### config.mk
export PLATFORM = sky130hd
export DESIGN_NAME = multi_counter_arb_flat
export DESIGN_NICKNAME = d
export VERILOG_FILES = /design/src/rtl/multi_counter_pkg.sv /design/src/rtl/multi_counter_arb_if.sv /design/src/rtl/multi_counter_arb.sv /design/src/flat_wrapper.sv
export SDC_FILE = /design/constraint.sdc
export NUM_CORES = 1
export LEC_CHECK = 0
export ABC_AREA = 1
export CORE_AREA = 2 2 122 124
export CTS_BUF_LIST = sky130_fd_sc_hd__clkbuf_4
export DETAILED_ROUTE_END_ITERATION = 10
export DIE_AREA = 0 0 124 126
export HOLD_SLACK_MARGIN = 0.03
export PLACE_DENSITY = 0.74
export SLEW_MARGIN = 20
export SYNTH_ARGS = -nofsm -noshare
export SYNTH_HDL_FRONTEND = slang
export SYNTH_SLANG_ARGS = --single-unit
### constraint.sdc
create_clock -name clk -period 2.3 [get_ports clk]
set_input_delay 0.46 -clock clk [delete_from_list [all_inputs] [get_ports clk]]
set_output_delay 0.46 -clock clk [all_outputs]
set_load 0.01 [all_outputs]
### src/rtl/multi_counter_pkg.sv
// multi_counter_pkg: operation encoding shared with the downstream multi_counter
package multi_counter_pkg;
    typedef enum logic [2:0] {OP_NOP, OP_INIT, OP_INC, OP_DEC, OP_ADD, OP_QRY} op_t;
endpackage

### src/rtl/multi_counter_arb_if.sv
// multi_counter_arb_if: requester, counter-command and status buses of multi_counter_arb
interface multi_counter_arb_if #(
    parameter int REQ_N      = 4,
    parameter int CNTRS_N    = 256,
    parameter int CNTRS_W    = 32,
    parameter int CNTRS_ID_W = $clog2(CNTRS_N)
);
    import multi_counter_pkg::*;
    logic [REQ_N-1:0]                    req_vld;
    logic [REQ_N-1:0]                    req_rdy;
    logic [REQ_N*CNTRS_ID_W-1:0]         req_id;
    logic [REQ_N*$bits(op_t)-1:0]        req_op;
    logic [REQ_N*CNTRS_W-1:0]            req_dat;
    logic                                cntr_pass;
    logic [CNTRS_ID_W-1:0]               cntr_id;
    op_t                                 cntr_op;
    logic [CNTRS_W-1:0]                  cntr_dat;
    logic                                status_pass_r;
    logic                                status_qry_r;
    logic [CNTRS_ID_W-1:0]               status_id_r;
    logic [CNTRS_W-1:0]                  status_dat_r;
    logic [REQ_N-1:0]                    rsp_vld;
    logic [CNTRS_ID_W-1:0]               rsp_id;
    logic [CNTRS_W-1:0]                  rsp_dat;
    logic                                init_done;
    logic                                err_r;
    modport slave (
        input  req_vld, req_id, req_op, req_dat,
        input  status_pass_r, status_qry_r, status_id_r, status_dat_r,
        output req_rdy, cntr_pass, cntr_id, cntr_op, cntr_dat,
        output rsp_vld, rsp_id, rsp_dat, init_done, err_r
    );
    modport master (
        output req_vld, req_id, req_op, req_dat,
        output status_pass_r, status_qry_r, status_id_r, status_dat_r,
        input  req_rdy, cntr_pass, cntr_id, cntr_op, cntr_dat,
        input  rsp_vld, rsp_id, rsp_dat, init_done, err_r
    );
endinterface

### src/rtl/multi_counter_arb.sv
// multi_counter_arb: round-robin arbiter in front of multi_counter with init sweep
// and tag pipeline that routes query results back to the issuing requester.
module multi_counter_arb
    import multi_counter_pkg::*;
#(
    parameter int REQ_N      = 4,
    parameter int CNTRS_N    = 256,
    parameter int CNTRS_W    = 32,
    parameter int CNTRS_ID_W = $clog2(CNTRS_N),
    parameter int REQ_ID_W   = $clog2(REQ_N),
    parameter int LAT        = 4
) (
    input logic               clk,
    input logic               rst,
    multi_counter_arb_if.slave bus
);
    localparam int OP_W = $bits(op_t);
    localparam int DR_W = $clog2(LAT + 1);
    typedef enum logic [1:0] {INIT, DRAIN, RUN} state_t;
    state_t                state, state_nxt;
    logic [CNTRS_ID_W:0]   sweep;
    logic [DR_W-1:0]       drain;
    logic [REQ_ID_W-1:0]   rr, gnt;
    logic                  found, run, pass, hit, mism, err;
    logic [CNTRS_ID_W-1:0] id, sel_id;
    op_t                   op, sel_op;
    logic [CNTRS_W-1:0]    dat, sel_dat;
    logic [LAT-1:0]        p_vld, p_sw;
    logic [REQ_ID_W-1:0]   p_tag [LAT];
    logic [CNTRS_ID_W-1:0] p_id [LAT];
    always_comb begin
        found = 1'b0;
        gnt   = '0;
        for (int k = 0; k < REQ_N; k++)
            if (!found && bus.req_vld[(int'(rr) + k) % REQ_N]) begin
                found = 1'b1;
                gnt   = REQ_ID_W'((int'(rr) + k) % REQ_N);
            end
    end
    assign sel_id  = bus.req_id[int'(gnt)*CNTRS_ID_W +: CNTRS_ID_W];
    assign sel_op  = op_t'(bus.req_op[int'(gnt)*OP_W +: OP_W]);
    assign sel_dat = bus.req_dat[int'(gnt)*CNTRS_W +: CNTRS_W];
    // Everything is forced low while rst is held, regardless of current state.
    always_comb begin
        state_nxt = state;
        run       = 1'b0;
        pass      = 1'b0;
        id        = '0;
        op        = OP_NOP;
        dat       = '0;
        case (state)
            INIT: begin
                pass      = 1'b1;
                op        = OP_INIT;
                id        = sweep[CNTRS_ID_W-1:0];
                state_nxt = (sweep == (CNTRS_ID_W+1)'(CNTRS_N - 1)) ? DRAIN : INIT;
            end
            DRAIN: state_nxt = (drain == '0) ? RUN : DRAIN;
            RUN: begin
                run  = 1'b1;
                pass = found && sel_op != OP_NOP;
                id   = found ? sel_id : '0;
                op   = found ? sel_op : OP_NOP;
                dat  = found ? sel_dat : '0;
            end
            default: state_nxt = INIT;
        endcase
        if (rst) begin
            run  = 1'b0;
            pass = 1'b0;
            id   = '0;
            op   = OP_NOP;
            dat  = '0;
        end
    end
    assign bus.req_rdy   = (run && found) ? REQ_N'(1) << gnt : '0;
    assign bus.cntr_pass = pass;
    assign bus.cntr_id   = id;
    assign bus.cntr_op   = op;
    assign bus.cntr_dat  = dat;
    assign bus.init_done = run;
    assign hit  = !rst && bus.status_pass_r && bus.status_qry_r && p_vld[LAT-1] && !p_sw[LAT-1];
    assign mism = (bus.status_pass_r != p_vld[LAT-1]) ||
                  (bus.status_pass_r && bus.status_id_r != p_id[LAT-1]);
    assign bus.rsp_vld = hit ? REQ_N'(1) << p_tag[LAT-1] : '0;
    assign bus.rsp_id  = hit ? bus.status_id_r : '0;
    assign bus.rsp_dat = hit ? bus.status_dat_r : '0;
    assign bus.err_r   = err;
    always_ff @(posedge clk) begin
        if (rst) begin
            state <= INIT;
            sweep <= '0;
            drain <= DR_W'(LAT - 1);
            rr    <= '0;
            p_vld <= '0;
            p_sw  <= '0;
            err   <= 1'b0;
        end else begin
            state <= state_nxt;
            sweep <= (state == INIT) ? sweep + 1'b1 : sweep;
            drain <= (state == DRAIN) ? drain - 1'b1 : drain;
            rr    <= (run && found) ? ((gnt == REQ_ID_W'(REQ_N - 1)) ? '0 : gnt + 1'b1) : rr;
            for (int k = LAT - 1; k > 0; k--) begin
                p_vld[k] <= p_vld[k-1];
                p_sw[k]  <= p_sw[k-1];
            end
            p_vld[0] <= pass;
            p_sw[0]  <= state == INIT;
            err      <= err | mism;
        end
    end
    always_ff @(posedge clk) begin
        for (int k = LAT - 1; k > 0; k--) begin
            p_tag[k] <= p_tag[k-1];
            p_id[k]  <= p_id[k-1];
        end
        p_tag[0] <= (state == INIT) ? '0 : gnt;
        p_id[0]  <= id;
    end
endmodule

### src/flat_wrapper.sv
// flat-port wrapper written by rule: the top's interface ports become plain ports
module multi_counter_arb_flat import multi_counter_pkg::*;
#(
    parameter int REQ_N      = 4,
    parameter int CNTRS_N    = 256,
    parameter int CNTRS_W    = 32,
    parameter int CNTRS_ID_W = $clog2(CNTRS_N),
    parameter int REQ_ID_W   = $clog2(REQ_N),
    parameter int LAT        = 4
)
  (clk, rst, bus_req_vld, bus_req_id, bus_req_op, bus_req_dat, bus_status_pass_r, bus_status_qry_r, bus_status_id_r, bus_status_dat_r, bus_req_rdy, bus_cntr_pass, bus_cntr_id, bus_cntr_op, bus_cntr_dat, bus_rsp_vld, bus_rsp_id, bus_rsp_dat, bus_init_done, bus_err_r);
  multi_counter_arb_if #(.REQ_N(REQ_N), .CNTRS_N(CNTRS_N), .CNTRS_W(CNTRS_W), .CNTRS_ID_W(CNTRS_ID_W)) bus_i ();
  input logic clk;
  input logic rst;
  input wire logic [$bits(bus_i.req_vld)-1:0] bus_req_vld;
  input wire logic [$bits(bus_i.req_id)-1:0] bus_req_id;
  input wire logic [$bits(bus_i.req_op)-1:0] bus_req_op;
  input wire logic [$bits(bus_i.req_dat)-1:0] bus_req_dat;
  input wire logic [$bits(bus_i.status_pass_r)-1:0] bus_status_pass_r;
  input wire logic [$bits(bus_i.status_qry_r)-1:0] bus_status_qry_r;
  input wire logic [$bits(bus_i.status_id_r)-1:0] bus_status_id_r;
  input wire logic [$bits(bus_i.status_dat_r)-1:0] bus_status_dat_r;
  output wire logic [$bits(bus_i.req_rdy)-1:0] bus_req_rdy;
  output wire logic [$bits(bus_i.cntr_pass)-1:0] bus_cntr_pass;
  output wire logic [$bits(bus_i.cntr_id)-1:0] bus_cntr_id;
  output wire logic [$bits(bus_i.cntr_op)-1:0] bus_cntr_op;
  output wire logic [$bits(bus_i.cntr_dat)-1:0] bus_cntr_dat;
  output wire logic [$bits(bus_i.rsp_vld)-1:0] bus_rsp_vld;
  output wire logic [$bits(bus_i.rsp_id)-1:0] bus_rsp_id;
  output wire logic [$bits(bus_i.rsp_dat)-1:0] bus_rsp_dat;
  output wire logic [$bits(bus_i.init_done)-1:0] bus_init_done;
  output wire logic [$bits(bus_i.err_r)-1:0] bus_err_r;
  assign bus_i.req_vld = bus_req_vld;
  assign bus_i.req_id = bus_req_id;
  assign bus_i.req_op = bus_req_op;
  assign bus_i.req_dat = bus_req_dat;
  assign bus_i.status_pass_r = bus_status_pass_r;
  assign bus_i.status_qry_r = bus_status_qry_r;
  assign bus_i.status_id_r = bus_status_id_r;
  assign bus_i.status_dat_r = bus_status_dat_r;
  assign bus_req_rdy = bus_i.req_rdy;
  assign bus_cntr_pass = bus_i.cntr_pass;
  assign bus_cntr_id = bus_i.cntr_id;
  assign bus_cntr_op = bus_i.cntr_op;
  assign bus_cntr_dat = bus_i.cntr_dat;
  assign bus_rsp_vld = bus_i.rsp_vld;
  assign bus_rsp_id = bus_i.rsp_id;
  assign bus_rsp_dat = bus_i.rsp_dat;
  assign bus_init_done = bus_i.init_done;
  assign bus_err_r = bus_i.err_r;
  multi_counter_arb #(.REQ_N(REQ_N), .CNTRS_N(CNTRS_N), .CNTRS_W(CNTRS_W), .CNTRS_ID_W(CNTRS_ID_W), .REQ_ID_W(REQ_ID_W), .LAT(LAT)) u_core (.clk(clk), .rst(rst), .bus(bus_i));
endmodule
# Word-level counts from Yosys, hierarchy flattened
# Memories as Yosys holds them, arrays and structs flattened.
# Cells that the tools add are included.
[totals]
word_cells = 98
output_inout_bits = 94
n_memories = 2
reg_bits = 25
ram_bits = 40
[classes]
reduce_logical = 22
n_lt_le_gt_ge = 4
n_shift = 5
n_eq_ne = 6
add_sub_neg = 6
bitwise_logic = 4
multipliers = 1
muxes = 41
[mem_list]
columns = ["name", "depth", "width", "rd", "rd_ports_with_merged_regs", "write_ports", "line", "source"]
rows = [
  ["u_core.p_id", 4, 8, 4, 0, 4, "multi_counter_arb.sv:30", "logic [CNTRS_ID_W-1:0] p_id [LAT];"],
  ["u_core.p_tag", 4, 2, 4, 0, 4, "multi_counter_arb.sv:29", "logic [REQ_ID_W-1:0] p_tag [LAT];"],
]
[op_table]
columns = ["operator", "n"]
rows = [
  ["32-bit 2-to-1 mux", 4],
  ["128-bit by 8-bit variable part select with 32-bit output", 1],
  ["12-bit by 32-bit variable part select with 3-bit output", 1],
  ["32-bit by 6-bit variable part select with 8-bit output", 1],
  ["8-bit 2-to-1 mux", 3],
  ["8-bit one-hot mux with 2 select lines", 1],
  ["1-bit 2-to-1 mux", 15],
  ["2-bit 2-to-1 mux", 7],
  ["3-bit by 4-bit < comparator with 1-bit output (second input constant)", 3],
  ["1-bit logical AND", 10],
  ["9-bit by 1-bit adder with 9-bit output (second input constant)", 1],
  ["9-bit by 8-bit == test with 1-bit output (second input constant)", 1],
  ["1-bit binary-select mux with 2-bit select", 4],
  ["4-bit 2-to-1 mux", 2],
  ["8-bit != test", 1],
  ["1-bit by 2-bit left shift with 4-bit output (first input constant)", 2],
  ["3-bit 2-to-1 mux", 2],
  ["2-bit one-hot mux with 3 select lines", 1],
  ["3-bit one-hot mux with 2 select lines", 1],
  ["2-bit OR reduction", 3],
  ["1-bit zero test", 5],
  ["2-bit by 1-bit adder with 2-bit output (second input constant)", 2],
  ["2-bit adder (second input constant)", 2],
  ["2-bit == test (second input constant)", 2],
  ["12 further kinds", 14],
]

# Longest topological paths before layout
# Gate-level depths: netlist of run 1.
[depth]
ltp_word = 20
ltp_mapped = 16

# Worst setup path after synthesis of run 1
# OpenSTA, ideal clock, no wires.
[synth_timing]
path_type = "input port to output port"
start = "in bus_req_vld[3]"
end = "out bus_req_rdy[0]"
slack_ps = 13
arrival_time_ps = 1827
stages = 13
path_cell_list = "inv_1 > nand2_1 > nand3_2 > nand2_2 > nor2_1 > nor2_1 > nand2_4 > nand2_4 > buf_4 > buf_2 > ha_1 > inv_1 > nor2_1"
[synth_between]
elab_chain_len = 14
[synth_rtl]
columns = ["element", "line", "source"]
rows = [
  ["start, declared", "flat_wrapper.sv:15", "input wire logic [$bits(bus_i.req_vld)-1:0] bus_req_vld;"],
  ["1-bit binary-select mux with 2-bit select", "multi_counter_arb.sv:35", "if (!found && bus.req_vld[(int'(rr) + k) % REQ_N]) begin"],
  ["1-bit 2-to-1 mux (not written as such)", "multi_counter_arb.sv:35", ""],
  ["1-bit 2-to-1 mux", "multi_counter_arb.sv:35", ""],
  ["1-bit zero test", "multi_counter_arb.sv:35", ""],
  ["1-bit logical AND", "multi_counter_arb.sv:35", ""],
  ["1-bit 2-to-1 mux", "multi_counter_arb.sv:35", ""],
  ["1-bit zero test", "multi_counter_arb.sv:35", ""],
  ["1-bit logical AND", "multi_counter_arb.sv:35", ""],
  ["1-bit 2-to-1 mux", "multi_counter_arb.sv:35", ""],
  ["1-bit zero test", "multi_counter_arb.sv:35", ""],
  ["1-bit logical AND", "multi_counter_arb.sv:35", ""],
  ["2-bit 2-to-1 mux / 1-bit 2-to-1 mux (equally long branches)", "multi_counter_arb.sv:35", ""],
  ["1-bit by 2-bit left shift with 4-bit output / 1-bit logical AND (equally long branches)", "multi_counter_arb.sv:76", "assign bus.req_rdy = (run && found) ? REQ_N'(1) << gnt : '0;"],
  ["4-bit 2-to-1 mux (*)", "multi_counter_arb.sv:76", ""],
  ["end, declared", "flat_wrapper.sv:23", "output wire logic [$bits(bus_i.req_rdy)-1:0] bus_req_rdy;"],
]
# Every way passes the cells marked *; elsewhere a longest branch is shown, timed or not. The select of a mux whose other input is x is not followed.

# Worst setup path in the final report of run 1
[layout_timing]
start = "reg u_core.rr[0]"
end = "out bus_cntr_op[2]"
[layout_between]
elab_chain_len = 17
[layout_rtl]
columns = ["element", "line", "source"]
rows = [
  ["start, declared", "multi_counter_arb.sv:23", "logic [REQ_ID_W-1:0] rr, gnt;"],
  ["start signal, assigned", "multi_counter_arb.sv:102", "rr <= (run && found) ? ((gnt == REQ_ID_W'(REQ_N - 1)) ? '0 : gnt + 1'b1) : rr;"],
  ["2-bit by 1-bit adder with 2-bit output / 1-bit binary-select mux with 2-bit select (equally long branches)", "multi_counter_arb.sv:35, multi_counter_arb.sv:37", ""],
  ["1-bit binary-select mux with 2-bit select / 1-bit 2-to-1 mux (equally long branches)", "multi_counter_arb.sv:35", ""],
  ["1-bit 2-to-1 mux (not written as such)", "multi_counter_arb.sv:35", ""],
  ["1-bit 2-to-1 mux (not written as such) / 1-bit zero test (equally long branches)", "multi_counter_arb.sv:35", ""],
  ["1-bit logical AND", "multi_counter_arb.sv:35", ""],
  ["1-bit 2-to-1 mux", "multi_counter_arb.sv:35", ""],
  ["1-bit zero test", "multi_counter_arb.sv:35", ""],
  ["1-bit logical AND", "multi_counter_arb.sv:35", ""],
  ["1-bit 2-to-1 mux", "multi_counter_arb.sv:35", ""],
  ["1-bit zero test", "multi_counter_arb.sv:35", ""],
  ["1-bit logical AND", "multi_counter_arb.sv:35", ""],
  ["2-bit 2-to-1 mux", "multi_counter_arb.sv:35", ""],
  ["2-bit by 2-bit multiplier with 4-bit output", "multi_counter_arb.sv:41", "assign sel_op = op_t'(bus.req_op[int'(gnt)*OP_W +: OP_W]);"],
  ["12-bit by 32-bit variable part select with 3-bit output", "multi_counter_arb.sv:41", ""],
  ["3-bit 2-to-1 mux (*)", "multi_counter_arb.sv:63", "op = found ? sel_op : OP_NOP;"],
  ["3-bit one-hot mux with 2 select lines (*)", "multi_counter_arb.sv:51", "case (state)"],
  ["3-bit 2-to-1 mux (*)", "multi_counter_arb.sv:68", "if (rst) begin"],
  ["end, declared", "flat_wrapper.sv:26", "output wire logic [$bits(bus_i.cntr_op)-1:0] bus_cntr_op;"],
]
# Marked as above.

==> flow_summary.json, run 1 <==
{
  "status": "finished with violations",
  "violations": "setup timing",
  "vdd_drop_max_mv": 0.230,
  "drt_wl_total_mm": 18.8,
  "avgSynthCellArea_sq_um": 6.08,
  "intPower_mw": 2.14,
  "hold_path_class": "reg -> reg",
  "post-dp-hpwl_mm": 13.4,
  "cts_hold_buf": 0,
  "drtIter0Drc": 219,
  "avgRoutedWirePerCell_microns": 15.0,
  "postRouteAntennaNets": 0,
  "viasPerCell": 4.71,
  "synth_fp_nets": 928,
  "dpl-instance-area_sq_mm": 0.00787,
  "synthTopCellsByArea": "dfxtp_1, nor2_1, inv_1, o21ai_1, nand2_1",
  "die_w_microns": 124,
  "cts_root_buffer": "clkbuf_4",
  "leakage_nw": 4.17,
  "cp.depth": 17,
  "reg2reg_depth": 20,
  "place_congestion": 0.903,
  "start_util_pct": 29.8,
  "totalPowerFinal_mw": 3.00,
  "post-place-ws_ns": -1.14,
  "cp-start-kind": "register",
  "multiInputGateArea_sq_mm": 0.00280,
  "maxSlewHeadroom_pct": 73.9,
  "cp_cell_sequence": "buf_12 > nand2_4 > nand2_4 > nand2_2 > nand2_2 > nor2_4 > buf_6 > nand4_1 > nand2_4 > buf_12 > inv_6 > buf_6 > nand3_2 > nand2_2 > buf_4 > nor2_4 > buf_6",
  "yosysUniqueCellTypes": 29,
  "switching_share_pct": 28.5,
  "synth_area_leader_cell": "dfxtp_1",
  "slowest_delay_ns": 0.39,
  "clkSlewWorstSetupHoldPaths_ns": 0.10,
  "overflow": 0,
  "final_area_sq_mm": 0.00884,
  "grt_antenna_before_repair": 2,
  "worstPathBufferInverterCount": 7,
  "dieArea_sq_mm": 0.0156,
  "numPortBuffers": 313,
  "fin_crit_ns": 3.00,
  "maxCapViolations": 0,
  "ys_seq_area_share_pct": 30.6,
  "netSwitchingPower_uw": 854,
  "track_usage_pct": 21.9,
  "cts.sinks": 65,
  "power.density_mw_per_mm2": 339,
  "hold_violations": 0,
  "fin_nets": 1295,
  "core_area_sq_mm": 0.0143,
  "die_h_microns": 126,
  "min-delay-start": "u_core.p_id[0][0]",
  "period_share_pct": 131,
  "ff_latch_area_sq_mm": 0.00131,
  "final-setup-viol-count": 49,
  "grt_max_degree": 25,
  "maxSlewViolCount": 0,
  "synthCells": 700,
  "r2r-start": "u_core.rr[0]",
  "worstSetupPathType": "reg -> out",
  "power_frac_clock_pct": 23.3,
  "io_pins": 314,
  "endpoint_kind": "output port",
  "max_freq_mhz": 333,
  "tightest_slew_ns": 0.391,
  "drc_errors": 0,
  "crit_start": "u_core.rr[0]",
  "netlist_area_sq_mm": 0.00426,
  "rsz0062_at_grt": "yes",
  "crit_slowest_cell": "dfxtp_4",
  "insertion_delay_ns": 0.39,
  "critPathRequiredTime_ns": 1.84,
  "fillCellCount": 1285,
  "cts_tree": "built",
  "first_global_vias": 5598,
  "skew_ns": 0.00819,
  "seqPwrFrac_pct": 38.7,
  "numCtsBuffers": 9,
  "via_count": 5921,
  "yosys.area.top_type_share_pct": 30.6,
  "h-tree-depth": 3,
  "worstPathMaxFanout": 6,
  "synth_seq_cells": 65,
  "timing.final.ws_setup_ns": -0.702,
  "grt_pass1_wl_mm": 26.8,
  "cts_buffer_depth": 2,
  "first_pass_iters": 5,
  "critPathTopFamily": "simple AND/OR/NAND/NOR gates",
  "syn2layout_area_growth_pct": 108,
  "holdWs_ns": 0.329,
  "combPwrFrac_pct": 38.0,
  "worstPathArrival_ns": 2.54,
  "placementRows": 44,
  "drive_gt1_share_pct": 29.8,
  "yosysWarnings": 0,
  "hold_path_depth": 0
}
synth_stat cells, drive strengths merged:
cell      n
clkbuf   13
nor3b     2
ha        8
nor2    138
nor4      1
dfxtp    65
o21ai   115
o211ai    5
nor3      6
nand2    97
buf      26
xor2      4
nand3b    1
a32o      1
a31oi     1
a21oi    43
nand3    44
nand4     3
a211oi    3
inv     124
path summary, 6_finish.rpt:
check | to | slack, ns
max | bus_cntr_op[2] | -0.70
min | u_core.p_id[1][0] | 0.33
max reg2reg | u_core.p_vld[0] | -0.09
min reg2reg | u_core.p_id[1][0] | 0.33
layout make-up:
class                      count  share of cell area, %
antenna                        1                 0.0283
clock buffer                   9                  0.764
clock inverter                 6                  0.679
inverter                     124                   5.49
multi-input combinational    472                   31.7
sequential                    65                   14.8
tap                          184                   2.60
timing repair buffer         394                   43.8
timing repair inverter         1                  0.127
power by group through the flow:
stage          clock [mW]  sequential [mW]  combinational, mW
6_report            0.699             1.16               1.14
3_5_place_dp            0             1.19              0.852
3_3_place_gp            0             1.18              0.843
4_1_cts             0.727             1.16               1.01
5_1_grt             0.776             1.16               1.23
2_1_floorplan           0             1.18              0.344
cell families after synthesis:
logic type | Yosys count | synth area share (%)
flip-flops | 65 | 30.6
adder cells (fa/ha/maj) | 8 | 2.35
buffers and inverters | 163 | 16.7
AND/OR/NAND/NOR | 292 | 29.0
AO/OA/AOI/OAI | 168 | 20.6
XOR/XNOR | 4 | 0.822
worst reg2reg max path, cell delays in order, from the launching register on:
cell,delay (ns)
dfxtp_4,0.39
buf_12,0.14
nand2_4,0.06
nand2_4,0.07
nand2_2,0.08
nand2_2,0.06
nor2_4,0.14
buf_6,0.12
nand4_1,0.12
nand2_4,0.15
buf_12,0.17
inv_6,0.05
buf_6,0.12
nand3_1,0.07
nand2_2,0.07
nand3_2,0.08
nand2_2,0.06
buf_4,0.12
buf_4,0.11
buf_4,0.11
nand2_1,0.04
stage by stage:
stage	TNS (ns)	utilization [%]	instances
2_1_floorplan	0	-	700
3_3_place_gp	-69.37	55.0	1210
3_5_place_dp	-72.53	55.0	1210
4_1_cts	-29.18	58.3	1246
5_1_grt	-37.83	61.8	1256
6_report	-29.68	61.8	1256
cells in the final DEF (no fill, tap or decap), drive strengths merged, types with 5 or more instances in the layout:
master,n
a21oi,43
buf,151
clkbuf,17
clkdlybuf4s50,214
dfxtp,65
dlygate4sd2,13
ha,8
inv,124
nand2,97
nand3,44
nor2,138
nor3,6
o211ai,5
o21ai,115
timing repair:
item	CTS	global route
pin swaps	38	55
gates cloned	10	4
setup endpoints to repair	92	93
buffers inserted	11	8
endpoints found under the hold margin	0	0
resized for setup	401	171
flip-flops by register name, summed over array words and instances, names as in the netlist:
signal            flops
u_core.bus.err_r      1
u_core.drain          3
u_core.p_id          32
u_core.p_sw           4
u_core.p_tag          8
u_core.p_vld          4
u_core.rr             2
u_core.state          2
u_core.sweep          9
routing by layer:
| metal | global-route usage, % | up-vias | wire length, microns |
|---|---|---|---|
| met4 | 10.4 | 2 | 767 |
| met3 | 5.66 | 48 | 1850 |
| met2 | 42.2 | 292 | 9870 |
| met1 | 21.1 | 2628 | 6330 |
| li1 | - | 2951 | - |
| met5 | 0 | - | 10 |
(Power assumes the default switching activity.)
==> run 2, diff against run 1 <==
--- a/config.mk
+++ b/config.mk
@@ -5,13 +5,13 @@
 export SDC_FILE = /design/constraint.sdc
 export NUM_CORES = 1
 export LEC_CHECK = 0
-export ABC_AREA = 1
-export CORE_AREA = 2 2 122 124
+export ABC_CLOCK_PERIOD_IN_PS = 2300
+export CORE_AREA = 2 2 123 125
 export CTS_BUF_LIST = sky130_fd_sc_hd__clkbuf_4
 export DETAILED_ROUTE_END_ITERATION = 10
-export DIE_AREA = 0 0 124 126
+export DIE_AREA = 0 0 125 127
 export HOLD_SLACK_MARGIN = 0.03
-export PLACE_DENSITY = 0.74
+export PLACE_DENSITY = 0.7
 export SLEW_MARGIN = 20
 export SYNTH_ARGS = -nofsm -noshare
 export SYNTH_HDL_FRONTEND = slang
==> flow_summary.json, run 2 <==
{
  "totalPowerFinal_mw": 2.92,
  "cts.sinks": 65,
  "netlist_area_sq_mm": 0.00380,
  "synthTopCellsByArea": "dfxtp_1, mux4_2, and2_1, ha_1, mux4_1",
  "period_share_pct": 123,
  "maxCapViolations": 0,
  "start_util_pct": 26.4,
  "skew_ns": 0.00475,
  "cp-start-kind": "register",
  "grt_pass1_wl_mm": 24.9,
  "cts_hold_buf": 0,
  "vdd_drop_max_mv": 0.236,
  "die_h_microns": 127,
  "synth_fp_nets": 582,
  "dpl-instance-area_sq_mm": 0.00752,
  "fin_nets": 964,
  "yosysUniqueCellTypes": 42,
  "final_common_cell": "clkdlybuf4s50_1",
  "power_frac_clock_pct": 30.2,
  "intPower_mw": 2.23,
  "dieArea_sq_mm": 0.0159,
  "switching_share_pct": 23.7,
  "tightest_slew_ns": 0.326,
  "post-place-ws_ns": -1.17,
  "worstPathMaxFanout": 7,
  "timing.final.ws_setup_ns": -0.538,
  "violations": "setup timing",
  "die_w_microns": 125,
  "yosysWarnings": 0,
  "avgSynthCellArea_sq_um": 10.7,
  "overflow": 0,
  "cts_root_buffer": "clkbuf_4",
  "first_global_vias": 4734,
  "synthTopCellsByCount": "and2_1, dfxtp_1, mux4_2",
  "maxSlewViolCount": 0,
  "placementRows": 44,
  "multiInputGateArea_sq_mm": 0.00254,
  "numCtsBuffers": 9,
  "largest_register_ffs": 32,
  "combPwrFrac_pct": 30.1,
  "maxSlewHeadroom_pct": 78.2,
  "core_area_sq_mm": 0.0144,
  "final_cell_mix": "clkdlybuf4s50_1, dfxtp_1, buf_6, buf_4, and2_1",
  "grt_antenna_before_repair": 2,
  "max_freq_mhz": 352,
  "h-tree-depth": 3,
  "postRouteAntennaNets": 0,
  "netSwitchingPower_uw": 692,
  "numPortBuffers": 313,
  "power.density_mw_per_mm2": 361,
  "synthArstFlopShare_pct": 0,
  "grt_max_degree": 30,
  "drive_gt1_share_pct": 39.1,
  "hold_path_class": "reg -> reg",
  "first_pass_iters": 4,
  "cts_tree": "built",
  "regMostFlops": "u_core.p_id",
  "track_usage_pct": 19.9,
  "final-setup-viol-count": 48,
  "io_pins": 314,
  "post-dp-hpwl_mm": 13.0,
  "clkSlewWorstSetupHoldPaths_ns": 0.11,
  "worstSetupPathType": "reg -> out",
  "synthFlopType": "dfxtp_1",
  "ys_seq_area_share_pct": 34.2,
  "synthCells": 354,
  "endpoint_kind": "output port",
  "fin_crit_ns": 2.84,
  "rsz0062_at_grt": "yes",
  "fillCellCount": 1230,
  "critPathRequiredTime_ns": 1.84,
  "place_congestion": 0.903,
  "seqPwrFrac_pct": 39.8,
  "insertion_delay_ns": 0.38,
  "yosysMostFrequentCell": "and2_1",
  "via_count": 4345,
  "avgRoutedWirePerCell_microns": 17.7,
  "drtIter0Drc": 140,
  "viasPerCell": 4.69,
  "yosys.area.top_type_share_pct": 34.2,
  "cts_buffer_depth": 2,
  "final_area_sq_mm": 0.00810,
  "drt_wl_total_mm": 16.4,
  "drc_errors": 0,
  "synth_seq_cells": 65,
  "synth_area_leader_cell": "dfxtp_1",
  "synth_edf_count": 0,
  "syn2layout_area_growth_pct": 113,
  "ff_latch_area_sq_mm": 0.00131,
  "hold_violations": 0,
  "status": "finished with violations",
  "holdWs_ns": 0.338,
  "reg.largest.list": "u_core.p_id: 32 flops, u_core.sweep: 9 flops, u_core.p_tag: 8 flops",
  "worstPathArrival_ns": 2.38,
  "leakage_nw": 3.46
}
-- run 2: power groups by stage --
| stage | Sequential, mW | Combinational, mW | Clock (mW) |
|---|---|---|---|
| finish | 1.16 | 0.879 | 0.881 |
| detailed placement | 1.19 | 0.772 | 0 |
| floorplan | 1.18 | 0.271 | 0 |
| CTS | 1.16 | 0.857 | 0.908 |
| global placement | 1.19 | 0.760 | 0 |
| global route | 1.17 | 0.933 | 0.968 |
-- run 2: final timing paths --
| kind | depth (start not counted) | to | slack, ns | startpoint |
|---|---|---|---|---|
| setup / recovery | 8 | bus_cntr_dat[30] | -0.54 | u_core.rr[1] |
| hold / removal | 0 | u_core.p_tag[1][0] | 0.34 | u_core.p_tag[0][0] |
| setup reg to reg | 11 | u_core.p_vld[0] | 0.18 | u_core.rr[1] |
| hold reg to reg | 0 | u_core.p_tag[1][0] | 0.34 | u_core.p_tag[0][0] |
-- run 2: cell type report --
| class | instances | area share, % |
|---|---|---|
| clock inverters | 7 | 1.27 |
| clock buffers | 9 | 0.834 |
| flip-flops and latches | 65 | 16.1 |
| well taps | 184 | 2.84 |
| repair buffers | 394 | 46.9 |
| inverters | 9 | 0.510 |
| diodes | 2 | 0.0618 |
| multi-input cells | 257 | 31.4 |
-- run 2: metal layers --
layer  GRT usage (%)  routed length, microns  vias to the layer above
met2            39.9                    9180                      254
met5               0                       0                        -
met3            6.78                    1480                       20
met4            4.64                     257                        0
met1            19.6                    5470                     2035
li1                -                       -                     2036
-- run 2: stage by stage --
stage / setup TNS (ns) / utilization [%] / instances
floorplan: 0 / - / 354
global placement: -73.40 / 52.1 / 880
detailed placement: -77.03 / 52.1 / 880
CTS: -23.28 / 55.2 / 923
global route: -26.33 / 56.1 / 927
finish: -20.53 / 56.1 / 927
-- run 2: critical path, stage by stage (launching register included) --
cell,delay (ns)
dfxtp_4,0.38
mux2i_1,0.13
o2bb2ai_2,0.20
nor2_4,0.07
inv_6,0.11
buf_6,0.15
mux4_2,0.50
and2_1,0.17
dlygate4sd2_1,0.28
-- run 2: repair_timing --
item	CTS	global route
setup endpoints to repair	98	90
pin swaps	50	20
hold endpoints to repair	0	0
resized for setup	427	75
gates cloned	3	1
setup buffers	24	9
-- run 2: logic make-up (layout without fill, tap and decap cells) --
family / Yosys count / count (layout) / synth area share (%)
mux: 44 / 44 / 25.0
compound gates: 37 / 37 / 6.81
fa+ha+maj: 8 / 8 / 2.63
buf+inv: 32 / 419 / 4.38
xor+xnor: 15 / 15 / 3.45
simple gates: 153 / 153 / 23.5
flops: 65 / 65 / 34.2
other cells: 0 / 2 / 0
==> patch 1 (flow settings as in run 2) <==
`LAT` is set to 4 in 2 places; all go to 8.
--- a/src/rtl/multi_counter_arb.sv
+++ b/src/rtl/multi_counter_arb.sv
@@ -10,3 +10,3 @@
     parameter int REQ_ID_W   = $clog2(REQ_N),
-    parameter int LAT        = 4
+    parameter int LAT        = 8
 ) (
--- a/src/flat_wrapper.sv
+++ b/src/flat_wrapper.sv
@@ -8,3 +8,3 @@
     parameter int REQ_ID_W   = $clog2(REQ_N),
-    parameter int LAT        = 4
+    parameter int LAT        = 8
 )
Function: changed (Yosys sat finds a counterexample within 10 cycles, from zero or initial values and one cycle with rst high).
==> patch 1 against run 2 <==
The flow still finishes with violations (setup timing). Count of clock-buffer cells in the layout is 10 higher. Routed wire length is 25% higher. Global-route usage is 3.6 points higher. Sequential cell count is 49 higher. Setup slack worse by 190 ps. Synthesized area is 33% higher. Register-to-register slack hardly changed. Design area is 25% higher. Power is 64% higher. Non-clock buffer count is 21 higher. Core utilization is 14 points higher. Clock skew is 9.4 ps higher. Largest power group unchanged.
==> patch 1: results (changes against run 2) <==
metric,value,unit,change
average instance area after synthesis,9.51,sq um,was 10.7 sq um
Inserted Clock Buffers,17,,was 9
failing checks,setup timing,,unchanged
RD Place Congestion,0.900,,was 0.903
Root Buffer,sky130_fd_sc_hd__clkbuf_4,,unchanged
H-tree levels,4,,was 3
number of endpoints failing setup at the final stage,83,,was 48
worst-margin pin slew,418,ps,was 326 ps
syn_nets,757,,was 582
highest fanout seen on the critical path,8,,was 7
leakage power of the design,4.52,nW,was 3.46 nW
leading registers by flop count,"u_core.p_id: 64 flops, u_core.p_tag: 16 flops, u_core.sweep: 9 flops",,"was u_core.p_id: 32 flops, u_core.sweep: 9 flops, u_core.p_tag: 8 flops"
violation count after the first detailed-routing iteration,212,,was 140
Hold WS,322,ps,was 338 ps
vias after detailed routing,5458,,was 4345
dpl cells,1039,,was 880
dpl hpwl,14.4,mm,was 13.0 mm
portion of the post-synthesis area used by sequential elements,45.3,%,was 34.2%
post-route non-filler standard cell count,1130,,was 927
GR Util All Layers,23.5,%,was 19.9%
kind of path behind the tightest hold check,reg -> reg,,unchanged
distinct cell type count after synthesis,47,,was 42
pin count of the biggest net entering global routing,23,,was 30
Post-synth top cells,"sky130_fd_sc_hd__dfxtp_1 (114), sky130_fd_sc_hd__nand2_1 (86), sky130_fd_sc_hd__mux2i_1 (85)",,"was sky130_fd_sc_hd__and2_1 (75), sky130_fd_sc_hd__dfxtp_1 (65), sky130_fd_sc_hd__mux4_2 (37)"
clk_lat worst skew,490,ps,was 380 ps
share of cells above drive strength 1,32.5,%,was 39.1%
fraction of power consumed by sequential logic,42.3,%,was 39.8%
top area cells in the synthesized netlist,"sky130_fd_sc_hd__dfxtp_1 (45%), sky130_fd_sc_hd__mux2i_1 (17%), sky130_fd_sc_hd__nand2_1 (6.4%)",,"was sky130_fd_sc_hd__dfxtp_1 (34%), sky130_fd_sc_hd__mux4_2 (22%), sky130_fd_sc_hd__and2_1 (12%)"
P_clk,0.00177,W,was 0.000881 W
final routed wire length divided by cell count,18.2,um,was 17.7 um
via count of the first global-routing pass,5708,,was 4734
worst clock skew,14.1,ps,was 4.75 ps
wire length of the first global-routing pass,29.1,mm,was 24.9 mm
CTS Buffer Depth,2,,unchanged
net total in the final layout,1158,,was 964
maximum resistive drop on vdd,0.347,mV,was 0.236 mV
outcome,finished with violations,,unchanged
data arrival time of the worst path,2570,ps,was 2380 ps
switch share,21.4,%,was 23.7%
post-route setup slack,-731,ps,was -538 ps
placed cell area,8710,sq um,was 7520 sq um
## patch 1: cell count changes after synthesis, sizes merged, moves of 27 or more
| cell | change |
|---|---|
| dfxtp | +49 |
| mux4 | -40 |
| nand2 | +78 |
| and2 | -31 |
| mux2i | +81 |
| and3 | +27 |
## patch 1: path summary, 6_finish.rpt
| check | startpoint | end | cells after the start |
|---|---|---|---|
| max | u_core.rr[1] | bus_cntr_op[0] | 9 |
| min reg2reg | u_core.p_tag[1][1] | u_core.p_tag[1][3] | 0 |
| max reg2reg | u_core.rr[1] | u_core.p_id[0][3] | 9 |
| min | u_core.p_tag[1][1] | u_core.p_tag[1][3] | 0 |
## patch 1: layout make-up
type | count | area [sq um]
fillers | 1103 | 4340
repair buffers | 415 | 4320
multi-input cells | 373 | 2840
flip-flops and latches | 114 | 2290
well taps | 184 | 230
clock inverters | 13 | 214
clock buffers | 19 | 143
inverters | 10 | 43.8
diodes | 2 | 5.00
## patch 1: per-layer routing
layer / global-route usage (%) / routed length (um)
met1: 20.6 / 6720
met2: 47.9 / 11200
met3: 8.88 / 1820
met4: 8.89 / 784
met5: 0 / 0
## patch 1: what timing repair did
| item | in CTS | in global routing |
|---|---|---|
| cloned | 9 | 4 |
| pin swaps | 35 | 78 |
| endpoints found under the setup margin | 93 | 92 |
| resized for setup | 419 | 160 |
| setup buffers | 32 | 25 |
## patch 1: worst max-delay path, cell delays in order (launching register included)
cell and delay (ps):
sky130_fd_sc_hd__dfxtp_4 390, sky130_fd_sc_hd__mux2_4 320, sky130_fd_sc_hd__nand2_4 60, sky130_fd_sc_hd__and3_4 250
sky130_fd_sc_hd__buf_6 120, sky130_fd_sc_hd__buf_12 120, sky130_fd_sc_hd__mux2i_1 70, sky130_fd_sc_hd__mux2_4 290
sky130_fd_sc_hd__o41ai_4 280, sky130_fd_sc_hd__buf_2 190
## patch 1: cell families (layout without fill, tap and decap cells)
logic type / count (synthesis) / after routing / share of synthesized area (%)
multiplexers: 88 / 88 / 17.6
AO/OA/AOI/OAI: 30 / 30 / 4.42
flip-flops: 114 / 114 / 45.3
AND/OR/NAND/NOR: 231 / 231 / 23.6
adder cells (fa/ha/maj): 7 / 7 / 1.74
other: 0 / 2 / 0
buffers and inverters: 43 / 457 / 4.37
XOR/XNOR: 17 / 17 / 2.95
## patch 1: through the flow
| stage | util (%) | setup TNS, ps | power [W] | worst slack [ps] |
|---|---|---|---|---|
| 2_1_floorplan | - | 0 | 0.00235 | 3.60 |
| 4_1_cts | 65.6 | -31670 | 0.00476 | -755 |
| 5_1_grt | 69.9 | -41680 | 0.00498 | -855 |
| 6_report | 69.9 | -32260 | 0.00479 | -731 |
| 3_3_place_gp | 60.4 | -67090 | 0.00285 | -1020 |
| 3_5_place_dp | 60.4 | -70830 | 0.00287 | -1090 |
==> patch 2 (config.mk and constraints of run 2) <==
Made on the original files. Make the reset (`rst`) asynchronous in one clocked block.
--- a/src/rtl/multi_counter_arb.sv
+++ b/src/rtl/multi_counter_arb.sv
@@ -88,3 +88,3 @@
     assign bus.err_r   = err;
-    always_ff @(posedge clk) begin
+    always_ff @(posedge clk or posedge rst) begin
         if (rst) begin
Check against the original RTL: differs if rst is asserted again (counterexample within 4 cycles, from zero or initial values and one cycle with rst high); with rst held inactive, the same outputs for 10 cycles.
==> patch 2 against run 2 <==
Routed wire length rose by 15%. First-iteration DRC count fell by 59%. Maximum frequency down 1.9%. Final cell count increased by 9.0%. Sequential cell count did not move. Die area unchanged. The run still ends with setup timing left. Power up 10%. Clock skew increased by 11 ps. Via count rose by 11%. Synthesized area increased by 12%. Setup slack lost 54 ps. Design area increased by 16%. Count of clock-buffer cells in the layout did not move.
==> patch 2: results (changes against run 2) <==
metric,value,unit,change
via count of the first global-routing pass,5311,,was 4734
pin count of the biggest net entering global routing,26,,was 30
Post-synth top cells,"sky130_fd_sc_hd__mux2i_1 (63), sky130_fd_sc_hd__a211oi_2 (53), sky130_fd_sc_hd__and2_1 (41)",,"was sky130_fd_sc_hd__and2_1 (75), sky130_fd_sc_hd__dfxtp_1 (65), sky130_fd_sc_hd__mux4_2 (37)"
number of antenna violations at the first check in global routing,3,,was 2
dpl cells,919,,was 880
share of cells above drive strength 1,43.1,%,was 39.1%
dpl hpwl,12.9,mm,was 13.0 mm
share of async-settable or async-resettable flops after synthesis,38.5,%,was 0%
Total Routed Length,18.8,mm,was 16.4 mm
failing checks,setup timing,,unchanged
worst-margin pin slew,380,ps,was 326 ps
most frequently used flop master after synthesis,sky130_fd_sc_hd__dfxtp_1,,unchanged
highest fanout seen on the critical path,5,,was 7
Post-Place Worst Slack,-1090,ps,was -1170 ps
GR Util All Layers,22.4,%,was 19.9%
leading registers by flop count,"u_core.p_id: 32 flops, u_core.sweep: 9 flops, u_core.p_tag: 8 flops",,unchanged
highest routed layer,met4,,unchanged
H-tree levels,3,,unchanged
clk_lat worst skew,410,ps,was 380 ps
placed cell area,7900,sq um,was 7520 sq um
Hold WS,293,ps,was 338 ps
CTS clock-pin slew for the worst setup and hold paths,120,ps,
data arrival time of the worst path,2430,ps,was 2380 ps
worst clock skew,16.2,ps,was 4.75 ps
leakage power of the design,3.92,nW,was 3.46 nW
switch share,26.5,%,was 23.7%
top area cells in the synthesized netlist,"sky130_fd_sc_hd__dfxtp_1 (19%), sky130_fd_sc_hd__a211oi_2 (16%), sky130_fd_sc_hd__mux2i_1 (15%)",,"was sky130_fd_sc_hd__dfxtp_1 (34%), sky130_fd_sc_hd__mux4_2 (22%), sky130_fd_sc_hd__and2_1 (12%)"
number of endpoints failing setup at the final stage,48,,unchanged
max cap viols,0,,unchanged
worst reg-to-reg setup slack,80,ps,was 180 ps
average instance area after synthesis,10.5,sq um,was 10.7 sq um
wire length of the first global-routing pass,27.9,mm,was 24.9 mm
DR WL met2,10.1,mm,was 9.18 mm
vias per cell,4.79,,was 4.69
maximum resistive drop on vdd,0.214,mV,was 0.236 mV
CTS Buffer Depth,2,,unchanged
distinct cell type count after synthesis,44,,was 42
post-route setup slack,-592,ps,was -538 ps
net total in the final layout,1046,,was 964
length of routed wiring on met1,6.18,mm,was 5.47 mm
syn_nets,637,,was 582
vias after detailed routing,4838,,was 4345
RD Place Congestion,0.899,,was 0.903
portion of the post-synthesis area used by sequential elements,33.4,%,was 34.2%
outcome,finished with violations,,unchanged
layout filler cell count,1147,,was 1230
met3 routed wirelength,1.66,mm,was 1.48 mm
violation count after the first detailed-routing iteration,58,,was 140
kind of path behind the tightest hold check,in -> async,,was reg -> reg
-- patch 2: area by class of cell --
cell class	instances	share of cell area, %
Timing Repair Buffer	428	46.8
Multi-Input combinational cell	304	33.2
Sequential cell	65	15.2
Tap cell	184	2.45
Clock inverter	7	1.07
Clock buffer	9	0.720
Inverter	10	0.480
Antenna cell	3	0.0800
-- patch 2: layer usage --
metal | up-vias | global-route usage, %
met5 | - | 0
met3 | 53 | 7.37
met1 | 2247 | 20.7
met2 | 250 | 44.7
met4 | 0 | 9.22
li1 | 2288 | -
-- patch 2: logic make-up after synthesis --
group	count (synthesis)	synth area share [%]
AO/OA/AOI/OAI	86	21.6
buffers and inverters	42	6.61
AND/OR/NAND/NOR	124	16.7
multiplexers	67	15.8
XOR/XNOR	17	3.48
adder cells (fa/ha/maj)	8	2.34
flip-flops	65	33.4
-- patch 2: timing repair --
action                                  CTS  global route
cloned                                   18             6
resized for setup                       510            73
setup buffers                            42            27
endpoints found under the setup margin   93            93
pin swaps                                47            39
hold buffers                              0             0
-- patch 2: final timing paths --
| check | startpoint | depth (start not counted) | end |
|---|---|---|---|
| min in group clk | u_core.p_id[1][2] | 0 | u_core.p_id[2][2] |
| max | u_core.rr[0] | 9 | bus_cntr_pass |
| min reg2reg | u_core.p_id[1][2] | 0 | u_core.p_id[2][2] |
| max reg2reg | u_core.rr[1] | 12 | u_core.p_vld[0] |
| max in group asynchronous | rst | 4 | u_core.drain[1] |
| min | rst | 4 | u_core.p_vld[0] |
-- patch 2: worst max-delay path: stages, from the launching register on --
cell and delay [ps]:
sky130_fd_sc_hd__dfrtp_2 490, sky130_fd_sc_hd__nor2b_4 180, sky130_fd_sc_hd__nor2_4 70, sky130_fd_sc_hd__o22a_4 280, sky130_fd_sc_hd__buf_6 150, sky130_fd_sc_hd__buf_6 110
sky130_fd_sc_hd__mux2i_1 100, sky130_fd_sc_hd__mux2_4 290, sky130_fd_sc_hd__a41oi_2 170, sky130_fd_sc_hd__buf_2 170
-- patch 2: metrics by stage --
| step | util (%) | setup TNS [ps] |
|---|---|---|
| final | 65.1 | -23220 |
| after global routing | 65.1 | -28320 |
| after CTS | 62.6 | -23270 |
| after detailed placement | 54.8 | -75590 |
| after global placement | 54.8 | -72450 |
| after floorplan | - | 0 |
-- patch 2: power groups by stage --
stage	clock network (W)	registers, W	logic, W
6_report	0.000887	0.00116	0.00117
5_1_grt	0.000970	0.00116	0.00124
4_1_cts	0.000914	0.00116	0.00109
3_5_place_dp	0	0.00118	0.000808
3_3_place_gp	0	0.00118	0.000795
2_1_floorplan	0	0.00118	0.000324
